`src/rtl/btn_debounce_multi.sv`:
```
// Per-channel button debouncer. Each channel has a 2-flop synchroniser,
// a stability counter, a debounced level, press/release pulses and an
// optional auto-repeat of the press pulse while the button stays held.
// Channels share nothing but the clock and reset.
module btn_debounce_multi #(
    parameter int unsigned N_BTN         = 4,
    parameter int unsigned DB_CYCLES     = 1000000,
    parameter int unsigned CNT_W         = 20,
    parameter int unsigned REPEAT_DELAY  = 25000000,
    parameter int unsigned REPEAT_PERIOD = 5000000,
    parameter int unsigned RPT_W         = 25
) (
    input  logic             i_clk,
    input  logic             i_nrst,
    input  logic [N_BTN-1:0] i_btn,
    input  logic [N_BTN-1:0] i_repeat_en,
    output logic [N_BTN-1:0] o_db_btn,
    output logic [N_BTN-1:0] o_press,
    output logic [N_BTN-1:0] o_release
);

    localparam logic [CNT_W-1:0] CNT_LAST = CNT_W'(DB_CYCLES - 1);
    localparam logic [RPT_W-1:0] DLY_LAST = RPT_W'(REPEAT_DELAY - 1);
    localparam logic [RPT_W-1:0] PER_LAST = RPT_W'(REPEAT_PERIOD - 1);

    typedef enum logic [1:0] {
        ST_IDLE   = 2'd0,
        ST_DELAY  = 2'd1,
        ST_REPEAT = 2'd2
    } rpt_state_e;

    for (genvar gi = 0; gi < N_BTN; gi++) begin : g_ch
        logic             r_sync1;
        logic             r_sync2;
        logic [CNT_W-1:0] r_cnt;
        logic [CNT_W-1:0] w_cnt_nxt;
        logic             r_db;
        logic             w_db_nxt;
        logic             w_rise;
        logic             w_fall;
        logic             r_press;
        logic             r_release;
        rpt_state_e       r_state;
        rpt_state_e       w_state_nxt;
        logic [RPT_W-1:0] r_rpt;
        logic [RPT_W-1:0] w_rpt_nxt;
        logic             w_rpt_pulse;

        // Two-flop synchroniser for the raw pin
        always_ff @(posedge i_clk or negedge i_nrst) begin
            if (!i_nrst) begin
                r_sync1 <= 1'b0;
                r_sync2 <= 1'b0;
            end else begin
                r_sync1 <= i_btn[gi];
                r_sync2 <= r_sync1;
            end
        end

        // Stability counter: accept the new level after DB_CYCLES steady cycles
        always_comb begin
            w_cnt_nxt = '0;
            w_db_nxt  = r_db;
            if (r_sync2 != r_db) begin
                if (r_cnt == CNT_LAST) begin
                    w_db_nxt = r_sync2;
                end else begin
                    w_cnt_nxt = r_cnt + CNT_W'(1);
                end
            end
        end

        assign w_rise = w_db_nxt & ~r_db;
        assign w_fall = ~w_db_nxt & r_db;

        // Repeat FSM next state; dropping the level or the enable always returns to idle
        always_comb begin
            w_state_nxt = r_state;
            w_rpt_nxt   = r_rpt;
            w_rpt_pulse = 1'b0;
            if (!i_repeat_en[gi] || !w_db_nxt) begin
                w_state_nxt = ST_IDLE;
                w_rpt_nxt   = '0;
            end else begin
                case (r_state)
                    ST_IDLE: begin
                        if (w_rise) begin
                            w_state_nxt = ST_DELAY;
                            w_rpt_nxt   = '0;
                        end
                    end
                    ST_DELAY: begin
                        if (r_rpt == DLY_LAST) begin
                            w_rpt_pulse = 1'b1;
                            w_rpt_nxt   = '0;
                            w_state_nxt = ST_REPEAT;
                        end else begin
                            w_rpt_nxt = r_rpt + RPT_W'(1);
                        end
                    end
                    ST_REPEAT: begin
                        if (r_rpt == PER_LAST) begin
                            w_rpt_pulse = 1'b1;
                            w_rpt_nxt   = '0;
                        end else begin
                            w_rpt_nxt = r_rpt + RPT_W'(1);
                        end
                    end
                    default: begin
                        w_state_nxt = ST_IDLE;
                        w_rpt_nxt   = '0;
                    end
                endcase
            end
        end

        // Channel state and registered outputs
        always_ff @(posedge i_clk or negedge i_nrst) begin
            if (!i_nrst) begin
                r_cnt     <= '0;
                r_db      <= 1'b0;
                r_state   <= ST_IDLE;
                r_rpt     <= '0;
                r_press   <= 1'b0;
                r_release <= 1'b0;
            end else begin
                r_cnt     <= w_cnt_nxt;
                r_db      <= w_db_nxt;
                r_state   <= w_state_nxt;
                r_rpt     <= w_rpt_nxt;
                r_press   <= w_rise | w_rpt_pulse;
                r_release <= w_fall;
            end
        end

        assign o_db_btn[gi]  = r_db;
        assign o_press[gi]   = r_press;
        assign o_release[gi] = r_release;
    end

endmodule

```
`config.mk`:
```
export PLATFORM = sky130hd
export DESIGN_NAME = btn_debounce_multi
export DESIGN_NICKNAME = d
export VERILOG_FILES = /design/src/rtl/btn_debounce_multi.sv
export SDC_FILE = /design/constraint.sdc
export NUM_CORES = 1
export LEC_CHECK = 0
export CORE_MARGIN = 1.5
export CORE_UTILIZATION = 60
export DETAILED_ROUTE_END_ITERATION = 6
export DONT_BUFFER_PORTS = 1
export PLACE_DENSITY = 0.76
export SLEW_MARGIN = 5
export SYNTH_ARGS = -nofsm -noshare
export SYNTH_HDL_FRONTEND = slang
export SYNTH_SLANG_ARGS = --single-unit
```
`constraint.sdc`:
```
create_clock -name i_clk -period 6.55 [get_ports i_clk]
set_input_delay 1.31 -clock i_clk [delete_from_list [all_inputs] [get_ports i_clk]]
set_output_delay 1.31 -clock i_clk [all_outputs]
set_load 0.05 [all_outputs]
```
==> results of run 1 <==
==> sequential cells by signal, summed over array words and instances, names as in the netlist <==
name,count
g_ch.r_sync2,4
g_ch.r_db,4
g_ch.r_release,4
g_ch.r_press,4
g_ch.r_rpt,100
g_ch.r_sync1,4
g_ch.r_cnt,80
g_ch.r_state,8
==> area by class of cell <==
| cell class | instances | area share |
|---|---|---|
| Clock inverter | 8 | 0.00831 |
| Inverter | 33 | 0.0103 |
| Timing Repair Buffer | 2 | 0.00125 |
| Sequential cell | 208 | 0.432 |
| Tap cell | 229 | 0.0238 |
| Multi-Input combinational cell | 891 | 0.461 |
| Clock buffer | 36 | 0.0628 |
==> logic make-up (layout without fill, tap and decap cells) <==
group | Yosys count | count (layout) | synth area share
buffers and inverters | 74 | 79 | 0.0292
XOR/XNOR | 109 | 109 | 0.0861
multiplexers | 14 | 14 | 0.0139
adder cells (fa/ha/maj) | 27 | 27 | 0.0305
flip-flops | 208 | 208 | 0.469
AND/OR/NAND/NOR | 567 | 567 | 0.262
AO/OA/AOI/OAI | 174 | 174 | 0.109
==> report_power, final <==
group | internal [W] | total (W) | leakage [nW] | switching (W)
logic | 0.00000812 | 0.0000224 | 1.77 | 0.0000142
clock network | 0.000878 | 0.00140 | 0.429 | 0.000526
registers | 0.00129 | 0.00130 | 2.88 | 0.00000834
==> cell usage in the layout (no fill, tap or decap), types with 4 or more instances in the layout <==
master	Yosys	routed
a21o_1	5	5
a21oi_1	28	28
a221o_1	6	6
a22o_1	27	27
a31oi_1	4	4
and2_1	13	13
and3_1	43	43
and4_1	17	17
clkbuf_16	0	25
clkbuf_8	0	9
clkinv_2	0	4
dfrtp_1	208	208
ha_1	27	27
inv_1	33	33
mux2_2	9	9
nand2_1	83	83
nand2b_1	5	5
nand3_1	60	60
nand4_1	32	32
nor2_1	181	181
nor2b_1	15	15
nor3_1	29	29
nor4_1	21	21
nor4b_1	6	6
nor4bb_1	6	6
o2111ai_1	16	16
o211ai_1	5	5
o21ai_0	57	57
o41ai_1	4	4
or2_2	7	7
or3_1	24	24
or4_1	7	7
xnor2_1	42	42
xor2_1	67	67
==> through the flow <==
| stage | setup WS, ps | hold slack [ps] |
|---|---|---|
| 6_report | 3290 | 347 |
| 2_1_floorplan | 3730 | 331 |
| 3_3_place_gp | 3380 | 335 |
| 4_1_cts | 3310 | 348 |
| 3_5_place_dp | 3280 | 335 |
| 5_1_grt | 2960 | 353 |
==> path summary, 6_finish.rpt <==
kind	endpoint	slack, ps	cells after the start
max	g_ch[2].r_rpt[21]	3290	6
min	g_ch[3].r_sync2	350	0
max reg2reg	g_ch[2].r_rpt[21]	3290	6
min reg2reg	g_ch[3].r_sync2	350	0
max in group asynchronous	g_ch[3].r_cnt[0]	5720	0
min in group asynchronous	g_ch[2].r_cnt[18]	500	0
==> critical path: cells and delay by family, from the launching register on <==
family | cells | cell delay, ps
DFF | 1 | 400
and+or+nand+nor | 6 | 2720
==> per-layer routing <==
layer / up-vias / global-route usage / routed length [um] / share of wire
met2: 150 / 0.361 / 9510 / 0.44
met5: - / 0 / 0 / 0
met4: 0 / 0.0510 / 435 / 0.020
met1: 4047 / 0.347 / 10700 / 0.50
li1: 4149 / - / - / -
met3: 36 / 0.0342 / 820 / 0.038
==> metrics.cfg, run 1 <==
[critical_path]
critPathCaptureType = flip-flop
start_kind = flip-flop
crit_top_cell = nor2_1
r2r-start = g_ch[2].r_cnt[11]
crit_slowest_cell = nor2_1
crit_type = reg2reg
crit_start = g_ch[2].r_cnt[11]
required_ps = 6900
crit_chain = nor4b_1 -> nand4_1 -> nor3_1 -> nor2_1 -> nor2_1 -> nor2_1
crit_fanout = 20
arrival_ps = 3620
slowest_delay_ps = 790

[clock_network]
cts_tree = done
cts_hold_buf = 0
clkSlewWorstSetupHoldPaths_ps = 60
clock_latency_ps = 520
cts_root_buf = clkbuf_16
postCtsSetupRepairBufs = 0
cts_sinks = 208
cts_inserted_buffers = 24
cts_resized = 0
cts_buffer_depth = 3
cts.htree.levels = 1

[yosys]
ys.warnings.count = 0
synth-edff-count = 0
synth-main-ff-cell = dfrtp_1
yosys.area.top_type = dfrtp_1
synth.avg_cell_area_sq_um = 9.45
synth_cell_types = 59
synth-async-reset-ratio = 1.00
synth_commonest_cells = dfrtp_1, nor2_1, nand2_1
seq_area_frac_synth = 0.469
synth_most_common_cell = dfrtp_1
yosys.area.top_type_share = 0.469
ys_ff_latch = 208
syn_inst = 1173
syn_nets = 1210
synth_area_leaders = dfrtp_1, nor2_1, xor2_1
mappedNetlistArea_sq_um = 11100

[power]
total_power_w = 0.00273
ir_worst_vdd_mv = 0.242
leakagePower_nw = 5.08
p_per_area_nw_per_um2 = 226

[detailed_routing]
ant_nets = 0
wire_per_inst_um = 15.3
vias = 8382
route.final.wire_length_mm = 21.5
drc_errors = 0
via_per_inst = 5.96
firstDrtPassIters = 5
initialDrtViolationCount = 589

[outcome]
outcome = complete, no violations

[finish]
fin_nets = 1197
areaGrowthSynthToFinish_pct = 8.64
multi_input_area_sq_um = 5560
antenna_cells = 0
register_area_sq_um = 5200
fin_area_sq_um = 12000
drive_above_1_share = 0.0535
final.fill_count = 1450
final_cells = 1407
final_util = 0.668

[global_route]
grt_usage = 0.232
antenna_found_initial = 0
grt_max_degree = 209
grt-ovfl-total = 0
grt_pass1_vias = 8050
grt_first_pass_wirelength_mm = 38.6

[placement]
placed_cells = 1363
hpwl_mm = 14.1
gp_congestion = 0.850
port_buffers = 0
postPlaceCellArea_sq_um = 11200

[hold_path]
hp-start = g_ch[3].r_sync1
hp-class = reg2reg

[floorplanning]
io_pins = 22
start_util = 0.615
dieArea_sq_um = 19300
coreArea_sq_um = 18000
row_count = 49
die_h_um = 139
die_width_um = 139

[sta]
drv_slew = 0
hold_violations = 0
skew_ps = 14.6
tightest_slew_ps = 1050
tns_ps = 0
period_needed_ps = 3260
slew_headroom = 0.298
fmax_ghz = 0.306
rsz0062_at_grt = false
period_share = 0.498
setup_violations = 0

[run]
cap_violations = 0

No activity file was read; power rests on OpenSTA's default activity.
==> run 2: changes to the inputs <==
CORE_UTILIZATION = 58   (was 60)
clock period = 2.7 ns   (was 6.55 ns; I/O delays follow)
==> run 2 against run 1 <==
- the flow now finishes with violations (hold timing, setup timing)
- clock power is 120% higher
- register-to-register slack worse by 3300 ps
- cell count is 3.0% higher
- critical path type unchanged
- sequential power is 140% higher
- non-clock buffer count is 40 higher
- critical path depth stayed put
- setup slack worse by 3300 ps
- routed wire length is 3.0% higher
- clock skew is 5.5 ps lower
- sequential share of layout area is 1.1 points lower
- sequential cell count stayed put
==> metrics.cfg, run 2 (synthesis gave the netlist of run 1 again) <==
[floorplanning]
dieArea_sq_um = 20000
start_util = 0.593
io_pins = 22
coreArea_sq_um = 18700
die_width_um = 141
die_h_um = 141
row_count = 50

[detailed_routing]
via_per_inst = 5.93
met1_length_mm = 10.6
initialDrtViolationCount = 572
wl_met3_um = 866
drc_errors = 0
routed.top_layer = met4
ant_nets = 0
vias = 8587
wire_per_inst_um = 15.3
route.final.wire_length_mm = 22.1
wl_met2_mm = 10.3
firstDrtPassIters = 4

[placement]
hpwl_mm = 14.5
gp_congestion = 0.825
port_buffers = 0
dp_slack_ps = -97.9
postPlaceCellArea_sq_um = 11500

[clock_network]
cts.htree.levels = 1
cts_tree = done
clkSlewWorstSetupHoldPaths_ps = 60
cts_root_buf = clkbuf_16
cts_buffer_depth = 3
cts_inserted_buffers = 23
clock_latency_ps = 500
cts_sinks = 208

[critical_path]
crit_fanout = 4
r2r_cells = 6
cp.depth = 6
crit_chain = or4b_1 -> or4_4 -> o41ai_4 -> or3b_4 -> mux2_4 -> and3_4
critPathCaptureType = flip-flop
crit_type = reg2reg
start_kind = flip-flop
slowest_delay_ps = 570
cp.buffers_inverters = 0
critPathTopFamily = simple AND/OR/NAND/NOR gates
required_ps = 3100
arrival_ps = 3150
crit_slowest_cell = or4_4

[power]
total_power_w = 0.00632
p_per_area_nw_per_um2 = 511
ir_worst_vdd_mv = 0.468
leakagePower_nw = 5.23

[outcome]
outcome = finished with violations
violations = hold timing, setup timing

[sta]
period_needed_ps = 2750
setup_slack_ps = -51.4
skew_ps = 9.01
hold_violations = 208
rsz0062_at_grt = true
slew_headroom = 0.501
drv_slew = 0
fin_hold_ws_ps = -270
tightest_slew_ps = 748
fmax_ghz = 0.363
period_share = 1.02
setup_violations = 2

[finish]
antenna_cells = 0
largest_reg_flops = 100
reg_top3 = g_ch.r_rpt (100), g_ch.r_cnt (80), g_ch.r_state (8)
mostFrequentLayoutCell = dfrtp_1
layout_common_cells = dfrtp_1, nor2_1, nand2_1
areaGrowthSynthToFinish_pct = 11.5
drive_above_1_share = 0.0988
top_register = g_ch.r_rpt
fin_nets = 1236
fin_area_sq_um = 12400

[global_route]
grt_pass1_vias = 8285
grt_first_pass_wirelength_mm = 38.6
grt-ovfl-total = 0
grt_usage = 0.227
antenna_found_initial = 0
grt_max_degree = 209

[run]
cap_violations = 0

[hold_path]
hp-class = in2async

==> run 2: cell types whose count changed in the layout (fill, tap and decap cells not counted), sizes merged <==
cell | before | now
buf | 2 | 42
clkbuf | 36 | 30
clkinvlp | 0 | 3
==> run 2: what timing repair did <==
item                                    4_1_cts  5_1_grt
endpoints found under the setup margin       10       75
pin swaps                                     0        2
setup buffers                                 0        5
endpoints found under the hold margin       208      208
gates resized for setup                       2       20
==> run 2: path summary, 6_finish.rpt <==
kind	startpoint	end	slack (ps)
max in group asynchronous	i_nrst	g_ch[3].r_rpt[16]	2680
min	i_nrst	g_ch[2].r_rpt[19]	-270
min reg2reg	g_ch[3].r_sync1	g_ch[3].r_sync2	350
max reg2reg	g_ch[2].r_rpt[7]	g_ch[2].r_state[0]	-50
min in group i_clk	i_btn[2]	g_ch[2].r_sync1	60
max	g_ch[2].r_rpt[7]	g_ch[2].r_state[0]	-50
==> run 2: worst reg2reg max path: cells and delay by family, from the launching register on <==
kind	cells	cell delay [ps]
AOI/OAI and AO/OA	1	240
muxes	1	310
DFF	1	380
and+or+nand+nor	4	1720
==> run 2: routing by layer <==
layer | track usage | vias up
li1 | - | 4239
met1 | 0.330 | 4182
met2 | 0.364 | 141
met3 | 0.0304 | 25
met4 | 0.0565 | 0
met5 | 0 | -
==> run 2: final cells by class <==
class | instances | area [sq um]
flip-flops and latches | 208 | 5200
inverters | 33 | 124
repair buffers | 42 | 328
fillers | 1491 | 6350
multi-input cells | 891 | 5650
clock buffers | 30 | 632
clock inverters | 11 | 124
well taps | 234 | 293
==> run 2: power breakdown <==
part	internal, W	leakage [nW]	switching, W
clock network	0.00185	0.363	0.00126
logic	0.0000199	1.99	0.0000342
registers	0.00314	2.88	0.0000208
total	0.00501	5.23	0.00131
==> run 2: through the flow <==
step,cells,utilization,setup TNS [ps]
finish,1449,0.661,-93.3
CTS,1444,0.654,-72.6
detailed placement,1403,0.613,-312
global route,1449,0.661,-192
floorplan,1173,-,0
global placement,1403,0.613,0
==> run 3: changes to the inputs <==
CTS_CLUSTER_DIAMETER = 80   (was default)
SLEW_MARGIN = 20   (was 5)
==> results of run 3 <==
The final DEF is identical to that of run 2; final timing and power are the same.
